## src/rtl/systolic_drain.sv

```systemverilog
`default_nettype none
// +--------------------------------------------------------------------------+
// | systolic_drain: deskews the array's bottom-row partial sums into rows,   |
// | buffers them in a FIFO and presents them on a valid/ready port.           |
// | Revision: 1.0                                                            |
// +--------------------------------------------------------------------------+
module systolic_drain #(
    parameter int N      = 4,
    parameter int DATA_W = 32,
    parameter int DEPTH  = 8,
    parameter int ROWS   = 4
) (
    input  logic                    clk,
    input  logic                    rst,
    input  logic                    arr_valid,
    input  logic [N*DATA_W-1:0]     arr_out,
    output logic                    m_valid,
    input  logic                    m_ready,
    output logic [N*DATA_W-1:0]     m_data,
    output logic                    m_last,
    output logic                    overflow,
    output logic [$clog2(DEPTH):0]  level
);

    localparam int PW = $clog2(DEPTH);
    localparam int LW = PW + 1;
    localparam int RW = (ROWS > 1) ? $clog2(ROWS) : 1;
    localparam logic [LW-1:0] c_FULL     = LW'(DEPTH);
    localparam logic [RW-1:0] c_LAST_ROW = RW'(ROWS - 1);

    logic [N*DATA_W-1:0] w_row;
    logic                w_stb;

    // Column j trails column 0 by j cycles, so it needs N-1-j stages to line up.
    for (genvar j = 0; j < N; j++) begin : g_col
        localparam int D = N - 1 - j;
        if (D == 0) begin : g_pass
            assign w_row[j*DATA_W +: DATA_W] = arr_out[j*DATA_W +: DATA_W];
        end else begin : g_dly
            logic [DATA_W-1:0] dly_q [D];
            always_ff @(posedge clk or posedge rst) begin
                if (rst) begin
                    for (int k = 0; k < D; k++) dly_q[k] <= '0;
                end else begin
                    dly_q[0] <= arr_out[j*DATA_W +: DATA_W];
                    for (int k = 1; k < D; k++) dly_q[k] <= dly_q[k-1];
                end
            end
            assign w_row[j*DATA_W +: DATA_W] = dly_q[D-1];
        end
    end

    if (N > 1) begin : g_vld
        logic [N-2:0] vld_q;
        always_ff @(posedge clk or posedge rst) begin
            if (rst) begin
                vld_q <= '0;
            end else begin
                vld_q[0] <= arr_valid;
                for (int k = 1; k < N - 1; k++) vld_q[k] <= vld_q[k-1];
            end
        end
        assign w_stb = vld_q[N-2];
    end else begin : g_novld
        assign w_stb = arr_valid;
    end

    logic [N*DATA_W-1:0] mem_q [DEPTH];
    logic [PW-1:0]       wr_q, rd_q;
    logic [LW-1:0]       cnt_q, cnt_d;
    logic [RW-1:0]       row_q;
    logic                ovf_q;
    logic                w_full, w_pop, w_push, w_drop;

    assign w_full = (cnt_q == c_FULL);
    assign w_pop  = (cnt_q != '0) && m_ready;
    // A pop on the same edge frees the slot, so a full FIFO can still accept.
    assign w_push = w_stb && (!w_full || w_pop);
    assign w_drop = w_stb && w_full && !w_pop;

    always_comb begin
        cnt_d = cnt_q;
        case ({w_push, w_pop})
            2'b10:   cnt_d = cnt_q + LW'(1);
            2'b01:   cnt_d = cnt_q - LW'(1);
            default: cnt_d = cnt_q;
        endcase
    end

    always_ff @(posedge clk or posedge rst) begin
        if (rst) begin
            wr_q  <= '0;
            rd_q  <= '0;
            cnt_q <= '0;
            row_q <= '0;
            ovf_q <= 1'b0;
        end else begin
            cnt_q <= cnt_d;
            if (w_push) wr_q <= wr_q + PW'(1);
            if (w_pop) begin
                rd_q  <= rd_q + PW'(1);
                row_q <= (row_q == c_LAST_ROW) ? '0 : row_q + RW'(1);
            end
            if (w_drop) ovf_q <= 1'b1;
        end
    end

    // Storage needs no reset: the head is masked whenever the FIFO is empty.
    always_ff @(posedge clk) begin
        if (w_push) mem_q[wr_q] <= w_row;
    end

    assign m_valid  = (cnt_q != '0);
    assign m_data   = m_valid ? mem_q[rd_q] : '0;
    assign m_last   = m_valid && (row_q == c_LAST_ROW);
    assign overflow = ovf_q;
    assign level    = cnt_q;

endmodule
`default_nettype wire

```

## config.mk

```make
export PLATFORM = sky130hd
export DESIGN_NAME = systolic_drain
export DESIGN_NICKNAME = d
export VERILOG_FILES = /design/src/rtl/systolic_drain.sv
export SDC_FILE = /design/constraint.sdc
export NUM_CORES = 1
export LEC_CHECK = 0
export CAP_MARGIN = 20
export CORE_AREA = 2 2 288 290
export DETAILED_ROUTE_END_ITERATION = 8
export DIE_AREA = 0 0 290 292
export PLACE_DENSITY = 0.79
export SLEW_MARGIN = 0
export SYNTH_ARGS = -nofsm -noshare
export SYNTH_HDL_FRONTEND = slang
export SYNTH_SLANG_ARGS = --single-unit
```

## constraint.sdc

```tcl
create_clock -name clk -period 28.7 [get_ports clk]
set_input_delay 7.175 -clock clk [delete_from_list [all_inputs] [get_ports clk]]
set_output_delay 7.175 -clock clk [all_outputs]
set_load 0.03 [all_outputs]
```

* Yosys cells after proc, flatten, opt, wreduce, memory -nomap -nowiden
Memories as Yosys holds them, arrays and structs flattened.
Cells that the tools add are included.
** Word-level totals
- Bits in registers :: 208
- Memory bits (writable) :: 1024
- Output and inout bits :: 135
- Logic and storage cells :: 37
- Memories kept :: 1
** Operators by class
- Add/sub/neg operators :: 5
- Equality and inequality tests :: 4
- Multiplexer cells :: 5
- Reductions and logical operators :: 10
** Memories
- mem_q :: words 8, width 128, rd ports 1, clocked after memory_dff 0, wr ports 1, line 68 : logic [N*DATA_W-1:0] mem_q [DEPTH];
** Operators by type and width (count)
- 2-to-1 mux 128 bit :: 1
- one-hot mux 4 bit (2 select lines) :: 1
- adder 3 x 1 -> 3 bit, second input constant :: 2
- logical AND 1 bit :: 5
- adder 4 x 1 -> 4 bit, second input constant :: 1
- equality test 2 bit, second input constant :: 2
- equality test 4 bit, second input constant :: 1
- nonzero test 4 bit :: 1
- subtractor 4 x 1 -> 4 bit, second input constant :: 1
- adder 2 x 1 -> 2 bit, second input constant :: 1
- equality test 2 x 1 -> 1 bit, second input constant :: 1
- zero test 1 bit :: 2
- 2-to-1 mux 1 bit :: 2
- 2-to-1 mux 2 bit :: 1
- nonzero test 2 bit :: 1
- logical OR 1 bit :: 1

* Longest topological paths before layout
Gate-level depths: netlist of the first run.
- Depth in word-level cells :: 6
- Gate-level depth with buffers :: 12
- Gate-level depth less buffers :: 12

* Worst setup path after synthesis of the first run
OpenSTA, ideal clock, no wires.
- Kind :: in2reg
- Start :: in m_ready
- End :: mem mem_q[1][0] (netlist bit), enable pin
- Setup time :: 0.772 ns
- Data arrival time :: 16.350 ns
- Required time :: 27.928 ns
- Slack :: 11.578 ns
- Stages on the path :: 4
- Path buffers :: 0
- Path through :: nand2b_1 -> o21ai_2 -> or2_2 -> nor3_1
** On the way
- Word-level cells in the longest chain between the ends :: 5
** Ends and longest elaborated chain
- start: declaration :: line 18 : input logic m_ready,
- logical AND 1 bit :: line 76 : assign w_pop = (cnt_q != '0) && m_ready;
- logical OR 1 bit :: line 78 : assign w_push = w_stb && (!w_full || w_pop);
- logical AND 1 bit :: line 78
- 2-to-1 mux 1 bit :: line 110 : if (w_push) mem_q[wr_q] <= w_row;
- 2-to-1 mux 1 bit (implied by the code) :: line 110
- end: declaration :: line 68
Every way passes these cells.

* Worst setup path after layout of the first run
- Start :: reg rd_q[0]
- End :: out m_data[63]
** On the way
- Word-level cells in the longest chain between the ends :: 2
** Ends and longest elaborated chain
- start: declaration :: line 69 : logic [PW-1:0] wr_q, rd_q;
- start signal: assignment :: line 101 : rd_q <= rd_q + PW'(1);
- memory (8 x 128 bit)
- 2-to-1 mux 128 bit :: line 114 : assign m_data = m_valid ? mem_q[rd_q] : '0;
- end: declaration :: line 19 : output logic [N*DATA_W-1:0] m_data,
Every way passes these cells.

==> results by group, run 1 <==
Job
  – Max_cap viols: 0

Timing
  – Max Transition Viols Final: 0
  – Hold Vio Cnt, Final: 0
  – Min Tclk post-route: 12.90 ns
  – Count of final setup violators: 0
  – Fmax: 77.50 MHz
  – Setup TNS Final: 0 ns
  – RSZ-0062 raised after global routing: false
  – Headroom to the max-slew limit: 21.35%
  – Final worst-path cycle share: 44.96%
  – Least-Margin Pin Slew: 1.180 ns
  – Clk_skew: 0.03079 ns

Power and ir drop
  – Worst VDD drop: 0.0001167 V
  – P_leak: 17.80 nW
  – PwrDens: 109.5 nW/um^2

Die
  – Die width: 290 um
  – CORE AREA: 81580 sq um
  – Die area: 84680 sq um
  – Initial Utilization: 54.66%
  – Chip height: 292 um
  – Row cnt: 105
  – I/O pin count: 267

Critical path
  – Worst Path Required: 21.52 ns
  – CP Launch Type: flop
  – Critical path peak fanout: 49
  – WP data arrival: 5.73 ns
  – Kind of critical path: reg -> out
  – Crit end category: output port

Clock tree
  – Root Driver: clkbuf_16
  – Post-cts sizing count: 0
  – Hold_buf cts: 0
  – CTS clock-pin slew for the worst setup and hold paths: 0.06 ns
  – TritonCTS clock tree: built
  – Clock sinks: 1232
  – Worst-skew pair later-pin latency: 0.67 ns
  – Total CTS buffers: 116
  – CTS Buffer Depth: 3
  – CTS H-tree depth: 3
  – Number of buffers added for setup after CTS: 0

Yosys
  – Cell accounting for the most synthesized area: edfxtp_1
  – Commonest cells in the netlist: 1024 x edfxtp_1, 256 x mux4_2, 208 x dfrtp_1
  – Async SR Flop Fraction: 16.88%
  – Syn_nets: 2028
  – Seq/Total Area, Yosys: 80.63%
  – Cells after Synth: 1890
  – Synth unique cells: 32
  – Top cell type's share of synthesized area: 68.96%
  – Post-synth EDFFs: 1024
  – Syn avg cell area: 23.59 sq um
  – Post-Syn Area: 44590 sq um
  – Most common cell in the netlist: edfxtp_1
  – Syn. warnings: 0
  – Dominant synthesized flop cell: edfxtp_1
  – Flops & latches, synth: 1232
  – Synth area leaders: edfxtp_1 69%, mux4_2 13%, dfrtp_1 12%, mux2i_1 2.9%, nor2_1 1.2%

GRT
  – First-pass GRT wire length: 135.1 mm
  – Initial antenna violation count: 4
  – Largest net degree at the start of global routing: 96
  – GR Layer Usage met1: 28.24%
  – Total GRT Usage: 21.38%
  – Vias in the first global route: 21350
  – Total grt overflow: 0
  – Grt met3 use: 3.494%
  – Layer with the highest usage: met2
  – GR met2 Demand/Resource: 36.83%

Place
  – HPWL after DPL: 46.96 mm
  – Post-placement cell count: 3177
  – Gp weighted congestion: 0.7176
  – PortBufs: 266
  – Area after DPL: 48260 sq um

Finish
  – Final #Nets: 2364
  – Ratio of cells with drive above 1 in the final layout: 21.24%
  – Fin util: 64.20%
  – Finished Layout Cells: 3402
  – Final Cell Area: 52380 sq um
  – Layout area overhead: 17.45%

Routing
  – Vias per inst: 5.840
  – Iter 0 DRT Violations: 1553
  – Post-route ant nets: 0
  – DRT Pass-1 Iters: 5
  – Via count: 19869
  – Drt total wl: 89.20 mm
  – Wirelength per Cell: 26.22 um
  – DRC: 0

Status
  – Outcome: complete, no violations

Worst hold path
  – Min-delay worst type: reg -> reg
-- where the power goes --
part	switching (mW)	internal [mW]
Sequential	0.118	2.17
Clock	0.642	0.957
Combinational	1.05	0.804
Total	1.81	3.93
-- worst max-delay path, cell delays in order (launching register included) --
cell             delay (ns)
dfrtp_4                0.87
buf_4                  0.85
buf_4                  0.85
buf_4                  0.80
mux4_2                 0.59
mux2i_1                0.17
nor2_1                 0.10
clkdlybuf4s50_1        0.67
-- layout make-up --
cell class	instances	area, sq um
antenna	2	5.005
clock buffer	161	3254
clock inverter	61	829.5
fill	5157	29210
inverter	5	26.28
multi-input combinational	566	7980
sequential	1232	35970
tap	1070	1339
timing repair buffer	305	2975
-- worst paths after layout --
check / slack (ns) / end / cells past startpoint / startpoint
max: 15.80 / m_data[63] / 7 / rd_q[0]
min: 0.34 / g_col[1].g_dly.dly_q[27] / 0 / g_col[1].g_dly.dly_q[59]
max in group asynchronous: 19.47 / rd_q[0] / 4 / rst
min in group asynchronous: 6.98 / g_col[0].g_dly.dly_q[93] / 2 / rst
max reg2reg: 25.15 / level[2] / 13 / level[1]
min reg2reg: 0.34 / g_col[1].g_dly.dly_q[27] / 0 / g_col[1].g_dly.dly_q[59]
-- cell usage in the layout (no fill, tap or decap), types with 5 or more instances in the layout --
cell             count
edfxtp_1          1024
clkdlybuf4s50_1    266
mux4_2             256
dfrtp_1            205
nor2_1             131
mux2i_1            128
clkbuf_16          118
buf_4               38
clkbuf_1            29
clkinv_2            19
bufinv_16           18
clkbuf_8            14
clkinv_1            12
nor2_4               7
ha_1                 6
clkinvlp_4           6
nand2b_1             5
-- kinds of logic (layout without fill, tap and decap cells) --
logic type / count (synthesis) / in the layout / synth area share (%)
AO/OA/AOI/OAI: 5 / 5 / 0.08416
XOR/XNOR: 8 / 8 / 0.1571
adder cells (fa/ha/maj): 6 / 6 / 0.1683
buffers and inverters: 92 / 532 / 1.611
flip-flops: 1232 / 1232 / 80.63
multiplexers: 388 / 388 / 15.90
other: 0 / 2 / 0
AND/OR/NAND/NOR: 159 / 159 / 1.448
-- registers in the layout, summed over array words and instances (netlist names) --
name,cells
mem_q,1024
g_col.g_dly.dly_q,192
overflow,1
rd_q,3
wr_q,3
level,4
row_q,2
g_vld.vld_q,3
-- routing by layer --
metal  part of all wire, %  vias to the layer above
li1                      -                     8363
met1                    39                    10635
met2                    52                      718
met3                   5.6                      151
met4                   2.7                        2
met5                 0.018                        -
-- stage by stage --
step	power, mW	worst slack, ns	hold WS, ns
after floorplan	3.581	11.58	0.3312
after global placement	4.149	16.33	0.3325
after detailed placement	4.183	16.31	0.3347
after CTS	5.797	15.57	0.3457
after global routing	5.956	15.21	0.3507
final	5.737	15.80	0.3425
No activity file was read; power rests on OpenSTA's default activity.
==> run 2: changes to the inputs <==
- clock period: 28.7 -> 12.95 ns (I/O delays scaled with it)
==> run 2 against run 1 <==
Against the previous run: total power is 120% higher; largest cell class unchanged; largest power group unchanged; final area is 0.76% lower; critical path depth fell by 1; setup slack lost 11 ns; global-route usage down 0.53 points; critical path type unchanged.
==> results by group, run 2 (same netlist as run 1, synthesis figures left out) <==
Clock tree
  – Worst-skew pair later-pin latency: 0.68 ns
  – CTS Buffer Depth: 3
  – CTS clock-pin slew for the worst setup and hold paths: 0.06 ns
  – TritonCTS clock tree: built
  – Clock sinks: 1232
  – Total CTS buffers: 116
  – Post-cts sizing count: 0
  – Number of buffers added for setup after CTS: 0
  – Hold_buf cts: 0
  – CTS H-tree depth: 3
  – Root Driver: clkbuf_16

GRT
  – First-pass GRT wire length: 131.3 mm
  – Total GRT Usage: 20.85%
  – Total grt overflow: 0
  – Vias in the first global route: 21085
  – Initial antenna violation count: 3
  – Largest net degree at the start of global routing: 110

Place
  – Post-place setup slack: 5.275 ns
  – HPWL after DPL: 45.57 mm
  – PortBufs: 266
  – Gp weighted congestion: 0.6974

Finish
  – Sequential cell area: 35970 sq um
  – Multi-input logic area: 7993 sq um
  – Commonest non-fill, non-tap cell in the layout: edfxtp_1
  – Layout fillers: 5224
  – Fin util: 63.71%
  – Final #Nets: 2363
  – Largest register FFs: 1024
  – Most frequent cells in the layout: 1024 x edfxtp_1, 266 x clkdlybuf4s50_1, 256 x mux4_2, 205 x dfrtp_1, 131 x nor2_1
  – Ratio of cells with drive above 1 in the final layout: 21.00%
  – Most flops, register: mem_q
  – Layout area overhead: 16.56%

Timing
  – Setup TNS Final: 0 ns
  – RSZ-0062 raised after global routing: false
  – Min Tclk post-route: 8.350 ns
  – Final worst-path cycle share: 64.48%
  – Count of final setup violators: 0
  – Max Transition Viols Final: 0
  – Least-Margin Pin Slew: 1.072 ns
  – Post-route setup slack: 4.600 ns
  – Headroom to the max-slew limit: 28.56%
  – Hold Vio Cnt, Final: 0
  – Fmax: 119.8 MHz
  – Clk_skew: 0.04111 ns

Die
  – Die area: 84680 sq um
  – Chip height: 292 um
  – Initial Utilization: 54.66%
  – Row cnt: 105
  – CORE AREA: 81580 sq um
  – Die width: 290 um
  – I/O pin count: 267

Power and ir drop
  – Switching Share: 32.06%
  – Pint: 8.388 mW
  – NetSw: 3.958 mW
  – Seq pwr share: 40.9%
  – Comb pwr share: 33.0%
  – Clock share of power: 26.1%
  – P_leak: 17.62 nW
  – Worst VDD drop: 0.0002170 V
  – PwrDens: 237.5 nW/um^2

Critical path
  – Crit. Startpoint: rd_q[1]
  – Critical path peak fanout: 70
  – Crit end category: output port
  – Reg2reg end: level[2]
  – Crit path to: m_data[4]
  – Worst Reg-to-Reg Cells: 13
  – Worst Path Required: 9.71 ns
  – Reg-to-reg slack, setup: 9.24 ns
  – Kind of critical path: reg -> out
  – Reg-to-reg startpoint: level[1]
  – WP data arrival: 5.11 ns
  – CP Launch Type: flop

Routing
  – Drt total wl: 86.86 mm
  – Post-route ant nets: 0
  – Vias per inst: 5.770
  – DRT Pass-1 Iters: 5
  – DRC: 0
  – Via count: 19588
  – Wirelength per Cell: 25.58 um
  – Iter 0 DRT Violations: 1649

Worst hold path
  – Min-delay worst type: reg -> reg

Job
  – Max_cap viols: 0

Status
  – Outcome: complete, no violations
==> run 2: worst max-delay path, stage by stage, from the launching register on <==
cell,delay (ns)
dfrtp_4,1.03
buf_4,0.90
buf_4,0.91
mux4_2,0.41
mux2i_1,0.30
nor2_1,0.10
clkdlybuf4s50_1,0.65
==> run 2: worst min-delay path by stage <==
stage,start,slack [ns],endpoint,cells after the start
2_1_floorplan,g_col[0].g_dly.dly_q[32],0.33,g_col[0].g_dly.dly_q[0],0
3_3_place_gp,g_col[0].g_dly.dly_q[45],0.33,g_col[0].g_dly.dly_q[13],0
3_5_place_dp,g_col[0].g_dly.dly_q[44],0.33,g_col[0].g_dly.dly_q[12],0
4_1_cts,g_col[0].g_dly.dly_q[85],0.34,g_col[0].g_dly.dly_q[53],0
5_1_grt,g_col[0].g_dly.dly_q[85],0.33,g_col[0].g_dly.dly_q[53],0
6_report,g_col[0].g_dly.dly_q[71],0.34,g_col[0].g_dly.dly_q[39],0
==> run 2: per-stage QoR <==
step	instances	hold WS, ns	area [sq um]	total power [mW]
final	3395	0.3405	51980	12.35
after global routing	3395	0.3345	51980	12.85
after CTS	3394	0.3417	51970	12.50
after detailed placement	3177	0.3347	48280	9.259
after global placement	3177	0.3314	48280	9.190
after floorplan	1890	0.3312	44600	7.920
==> run 2: power groups by stage <==
stage | combinational (mW) | clock (mW) | sequential (mW)
detailed placement | 4.13 | 0 | 5.13
CTS | 4.15 | 3.29 | 5.06
global route | 4.30 | 3.45 | 5.10
finish | 4.07 | 3.23 | 5.05
floorplan | 2.86 | 0 | 5.06
global placement | 4.10 | 0 | 5.09
==> run 2: cell type report <==
type	count	area share [%]
Sequential cell	1232	69.19
Multi-Input combinational cell	566	15.38
Clock buffer	157	6.131
Timing Repair Buffer	304	5.695
Tap cell	1070	2.576
Clock inverter	60	0.9701
Inverter	5	0.05055
Antenna cell	1	0.004814
==> run 2: metal layers <==
layer	part of all wire (%)	global-route usage, %
met1	39	27.26
met2	53	36.88
met3	5.5	3.243
met4	2.0	5.551
met5	0.010	0
